--- config.mk ---
export PLATFORM = sky130hd
export DESIGN_NAME = serial_subtractor
export DESIGN_NICKNAME = d
export VERILOG_FILES = /design/src/rtl/serial_subtractor.sv
export SDC_FILE = /design/constraint.sdc
export NUM_CORES = 1
export LEC_CHECK = 0
export ABC_AREA = 1
export CAP_MARGIN = 25
export CORE_MARGIN = 3
export CORE_UTILIZATION = 43
export CTS_CLUSTER_SIZE = 12
export DETAILED_ROUTE_END_ITERATION = 16
export GPL_TIMING_DRIVEN = 1
export PLACE_DENSITY = 0.77
export SYNTH_ARGS = -nofsm -noshare
export SYNTH_HDL_FRONTEND = slang
export SYNTH_SLANG_ARGS = --single-unit
--- constraint.sdc ---
create_clock -name clk -period 2.4 [get_ports clk]
set_clock_uncertainty 0.2 [all_clocks]
set_input_delay 0.36 -clock clk [delete_from_list [all_inputs] [get_ports clk]]
set_output_delay 0.36 -clock clk [all_outputs]
set_load 0.01 [all_outputs]
--- src/rtl/serial_subtractor.sv ---
`default_nettype none
// ============================================================================
// Module      : serial_subtractor
// Description : Bit-serial WIDTH-bit subtractor, Diff = A - B - Bin, one bit
//               per clock LSB first, using a single full-subtractor cell and
//               a borrow flip-flop. start/busy/done handshake per operation.
//               Optional signed-overflow output enabled by the macro
//               SERIAL_SUB_OVF_EN.
// Revision    : 1.0 - initial release
// ============================================================================
module serial_subtractor #(
    parameter int WIDTH = 8
) (
    input  logic             clk,
    input  logic             rst,
    input  logic             start,
    input  logic [WIDTH-1:0] A,
    input  logic [WIDTH-1:0] B,
    input  logic             Bin,
    output logic             busy,
    output logic             done,
    output logic [WIDTH-1:0] Diff,
    output logic             Bout
`ifdef SERIAL_SUB_OVF_EN
    ,
    output logic             Ovf
`endif
);

    localparam int                 c_CNT_W = (WIDTH > 1) ? $clog2(WIDTH) : 1;
    localparam logic [c_CNT_W-1:0] c_LAST  = c_CNT_W'(WIDTH - 1);

    typedef enum logic [1:0] {
        IDLE  = 2'd0,
        SHIFT = 2'd1,
        DONE  = 2'd2
    } state_t;

    state_t             r_state;
    state_t             w_next;

    logic [WIDTH-1:0]   r_a_sr;
    logic [WIDTH-1:0]   r_b_sr;
    logic               r_br;
    logic [c_CNT_W-1:0] r_cnt;
    // Holds the WIDTH-1 result bits already produced; the final bit joins
    // them combinationally on the last shift cycle.
    logic [WIDTH-2:0]   r_sr;

    logic               r_busy;
    logic               r_done;
    logic [WIDTH-1:0]   r_diff;
    logic               r_bout;

    logic               w_d;
    logic               w_br_next;
    logic               w_last;
    logic [WIDTH-1:0]   w_res;

    // Full-subtractor cell on the current LSBs.
    assign w_d       = r_a_sr[0] ^ r_b_sr[0] ^ r_br;
    assign w_br_next = (~r_a_sr[0] & r_b_sr[0]) | (~(r_a_sr[0] ^ r_b_sr[0]) & r_br);
    assign w_last    = (r_state == SHIFT) && (r_cnt == c_LAST);
    assign w_res     = {w_d, r_sr};

    assign busy = r_busy;
    assign done = r_done;
    assign Diff = r_diff;
    assign Bout = r_bout;

    // State register.
    always_ff @(posedge clk) begin
        if (rst) begin
            r_state <= IDLE;
        end else begin
            r_state <= w_next;
        end
    end

    // Next-state logic: IDLE -> SHIFT on start, SHIFT -> DONE after WIDTH bits.
    always_comb begin
        w_next = r_state;
        case (r_state)
            IDLE:    if (start) w_next = SHIFT;
            SHIFT:   if (w_last) w_next = DONE;
            DONE:    w_next = IDLE;
            default: w_next = IDLE;
        endcase
    end

    // Datapath and registered handshake/result outputs.
    always_ff @(posedge clk) begin
        if (rst) begin
            r_a_sr <= '0;
            r_b_sr <= '0;
            r_br   <= 1'b0;
            r_cnt  <= '0;
            r_sr   <= '0;
            r_busy <= 1'b0;
            r_done <= 1'b0;
            r_diff <= '0;
            r_bout <= 1'b0;
        end else begin
            r_busy <= (w_next == SHIFT);
            r_done <= (w_next == DONE);
            case (r_state)
                IDLE: begin
                    if (start) begin
                        r_a_sr <= A;
                        r_b_sr <= B;
                        r_br   <= Bin;
                        r_cnt  <= '0;
                    end
                end
                SHIFT: begin
                    r_br   <= w_br_next;
                    r_sr   <= w_res[WIDTH-1:1];
                    r_a_sr <= r_a_sr >> 1;
                    r_b_sr <= r_b_sr >> 1;
                    if (w_last) begin
                        r_diff <= w_res;
                        r_bout <= w_br_next;
                    end else begin
                        r_cnt  <= r_cnt + 1'b1;
                    end
                end
                default: begin
                end
            endcase
        end
    end

`ifdef SERIAL_SUB_OVF_EN
    logic r_a_msb;
    logic r_b_msb;
    logic r_ovf;

    assign Ovf = r_ovf;

    // Operand MSBs are captured at start because the shift registers lose them.
    always_ff @(posedge clk) begin
        if (rst) begin
            r_a_msb <= 1'b0;
            r_b_msb <= 1'b0;
            r_ovf   <= 1'b0;
        end else begin
            if (r_state == IDLE && start) begin
                r_a_msb <= A[WIDTH-1];
                r_b_msb <= B[WIDTH-1];
            end
            if (w_last) begin
                r_ovf <= (r_a_msb ^ r_b_msb) & (r_a_msb ^ w_d);
            end
        end
    end
`endif

endmodule
`default_nettype wire

==> results.md <==
Global routing
- **wire length of the first global-routing pass** 6.01 mm
- **global-route total usage across every layer** 15.2%
- **number of antenna violations at the first check in global routing** 0
- **grt total ovfl** 0
- **vias in the first global route** 1353
- **pin count of the biggest net entering global routing** 37

Critical path
- **path type of the worst setup path** flop to output port
- **critical path required time** 1840 ps
- **Critical Path Source Type** flop
- **cell breakdown of the critical path** clkdlybuf4s50_1
- **kind of cell adding the most delay to the critical path** buffers and inverters
- **slowest stage cell on the critical path** sky130_fd_sc_hd__clkdlybuf4s50_1
- **data arrival time of the critical path** 1190 ps
- **Largest stage delay, worst path** 550 ps
- **maximum fanout along the worst path** 2
- **count of buffer and inverter cells on the critical path** 1
- **CP Capture Type** output port

Floorplan
- **initial cell density of the core** 46.0%
- **height of the die** 69.5 um
- **DIE AREA** 0.00483 mm2
- **total I/O pin count** 31
- **Std-Cell Rows** 22
- **Std-Cell Core Area** 0.00377 mm2
- **Horiz. Die Dim** 69.5 um

Route
- **drt first-iter violations** 95
- **DRC** 0
- **total wirelength of the detailed-routed design** 3.55 mm
- **WL/cell** 11.2 um
- **number of detailed-route iterations in the first pass** 5
- **drt via density** 4.75
- **total number of vias** 1502
- **number of nets with antenna violations after detailed routing** 0

Synth
- **Warnings, synthesis** 0
- **post-synth net total** 260
- **sequential-to-total area share from yosys stat** 46.2%
- **number of register bits inferred by synthesis** 40
- **synthesized instance count** 237
- **cell area after technology mapping** 0.00173 mm2
- **mean post-synth cell area** 7.31 um2
- **number of unique standard cell types used by synthesis** 20

CTS
- **H-tree depth reported by CTS** 2
- **clk sinks** 40
- **number of clock buffers inserted by TritonCTS** 5
- **Clock Latency Late Sink** 290 ps
- **TritonCTS clock tree** yes
- **clock root buffer** sky130_fd_sc_hd__clkbuf_8
- **maximum root-to-sink buffer count** 2
- **CTS Hold Buffers Added** 0
- **count of instances resized after the clock tree is built** 0
- **buffers inserted during post-CTS setup optimization** 0
- **post-CTS clock slew at the launch and capture registers of the worst setup and hold paths** 70 ps

Pwr
- **sum of internal, switching and leakage power** 1.37 mW
- **Sw Pwr** 348 uW
- **total power divided by cell area** 641 mW/mm2
- **switching part of the total** 25.4%
- **Peak VDD IR** 363 uV
- **internal cell power** 1.02 mW
- **Static Leak** 0.939 nW
- **part of the total power dissipated in sequential elements** 52.6%
- **combinational group share of total power** 13.9%
- **part of the power in the clock network** 33.4%

Cells and area
- **area occupied by multi-input gates** 739 um2
- **FF/Latch Area** 801 um2
- **Area growth, synth to finish** 23.5%
- **number of diodes** 0
- **Filler Cells Inserted** 362
- **nets@finish** 290
- **Final Instance Area** 0.00214 mm2
- **fraction of layout instances using a drive strength above 1** 6.34%

STA
- **final worst path period share** 72.9%
- **achievable clock frequency** 571 MHz
- **hold violation count in the final report** 0
- **Final TNS setup** 0 ps
- **Hold Slack** 278 ps
- **worst slew margin relative to its limit** 65.9%
- **Least-Margin Pin Slew** 510 ps
- **unrepaired setup endpoints after global routing** no
- **time the worst path needs with I/O delays and setup** 1750 ps
- **endpoints failing setup** 0
- **number of max-slew violations in the final report** 0

Status
- **result of the run** complete, no violations

Flow run
- **maximum capacitance violations** 0

Placement
- **# port buffers** 30
- **Final Wtd Congestion** 0.845
- **dpl cell area** 0.00205 mm2
- **detailed placement HPWL** 2.32 mm

Hold path
- **path type of the worst min-delay path** flop to flop

## layout make-up
cell class,count,share of cell area (%)
sequential,40,37.4
multi-input combinational,154,34.5
timing repair buffer,34,15.4
inverter,32,5.61
clock buffer,8,4.21
tap,48,2.81
## logic make-up (layout without fill, tap and decap cells)
group	after synthesis	in the layout	synth area share (%)
AO/OA/AOI/OAI	23	23	6.86
AND/OR/NAND/NOR	128	128	33.2
adder cells (fa/ha/maj)	3	3	2.60
buffers and inverters	43	74	11.1
flip-flops	40	40	46.2
## metrics by stage
stage	utilization, %	cells	worst slack, ps
finish	56.8	316	650
global placement	54.4	308	391
floorplan	-	237	963
detailed placement	54.4	308	374
global route	56.8	316	502
CTS	56.8	316	644
## synth_stat cells
cell	count	area, um2
sky130_fd_sc_hd__nand2_2	3	18.8
sky130_fd_sc_hd__buf_6	2	22.5
sky130_fd_sc_hd__buf_2	4	20.0
sky130_fd_sc_hd__nand2_1	28	105
sky130_fd_sc_hd__inv_2	1	3.75
sky130_fd_sc_hd__o21ai_1	1	5.00
sky130_fd_sc_hd__dfxtp_1	40	801
sky130_fd_sc_hd__nor2_4	2	22.5
sky130_fd_sc_hd__nand3b_1	2	15.0
sky130_fd_sc_hd__nor2_1	41	154
sky130_fd_sc_hd__inv_1	31	116
sky130_fd_sc_hd__nor3_1	15	75.1
sky130_fd_sc_hd__clkbuf_1	2	7.51
sky130_fd_sc_hd__nand3_1	37	185
sky130_fd_sc_hd__fa_1	1	20.0
sky130_fd_sc_hd__buf_4	3	22.5
sky130_fd_sc_hd__ha_1	2	25.0
sky130_fd_sc_hd__o21ai_0	13	65.1
sky130_fd_sc_hd__a21oi_1	8	40.0
sky130_fd_sc_hd__o21ai_2	1	8.76
## routing by layer
layer	track usage [%]	wire (um)	up-vias
li1	-	-	811
met1	19.0	1630	650
met2	24.6	1660	35
met3	5.07	207	6
met4	5.21	47	0
met5	0	0	-
## power groups by stage
stage,clock network [mW],registers (mW),logic [mW]
3_5_place_dp,0,0.737,0.191
2_1_floorplan,0,0.733,0.136
3_3_place_gp,0,0.736,0.189
4_1_cts,0.460,0.722,0.193
6_report,0.458,0.722,0.191
5_1_grt,0.487,0.726,0.220
## flip-flops by register name, indices dropped and copies added (netlist names)
register,flops
r_sr,7
r_br,1
r_b_sr,8
busy,1
r_state,2
r_cnt,3
done,1
Bout,1
r_a_sr,8
Diff,8
## placed cells by master, fill, tap and decap left out
cell type                         instances
sky130_fd_sc_hd__o21ai_1                  1
sky130_fd_sc_hd__nand2_1                 28
sky130_fd_sc_hd__o21ai_0                 13
sky130_fd_sc_hd__clkdlybuf4s50_1         30
sky130_fd_sc_hd__a21oi_1                  8
sky130_fd_sc_hd__dfxtp_1                 40
sky130_fd_sc_hd__ha_1                     2
sky130_fd_sc_hd__clkbuf_8                 6
sky130_fd_sc_hd__nor3_1                  15
sky130_fd_sc_hd__clkbuf_1                 2
sky130_fd_sc_hd__nor2_1                  41
sky130_fd_sc_hd__fa_1                     1
sky130_fd_sc_hd__nand3_1                 37
sky130_fd_sc_hd__buf_4                    4
sky130_fd_sc_hd__inv_2                    1
sky130_fd_sc_hd__nand3b_1                 2
sky130_fd_sc_hd__nor2_4                   2
sky130_fd_sc_hd__nand2_2                  3
sky130_fd_sc_hd__inv_1                   31
sky130_fd_sc_hd__o21ai_2                  1
## worst paths after layout
path	start	to	slack, ps	cells after the start
worst max-delay path	Bout	Bout	650	1
worst min-delay path	r_sr[1]	r_sr[1]	280	2
worst max register to register	r_state[1]	Diff[3]	740	5
worst min register to register	r_sr[1]	r_sr[1]	280	2
(Power assumes the default switching activity.)
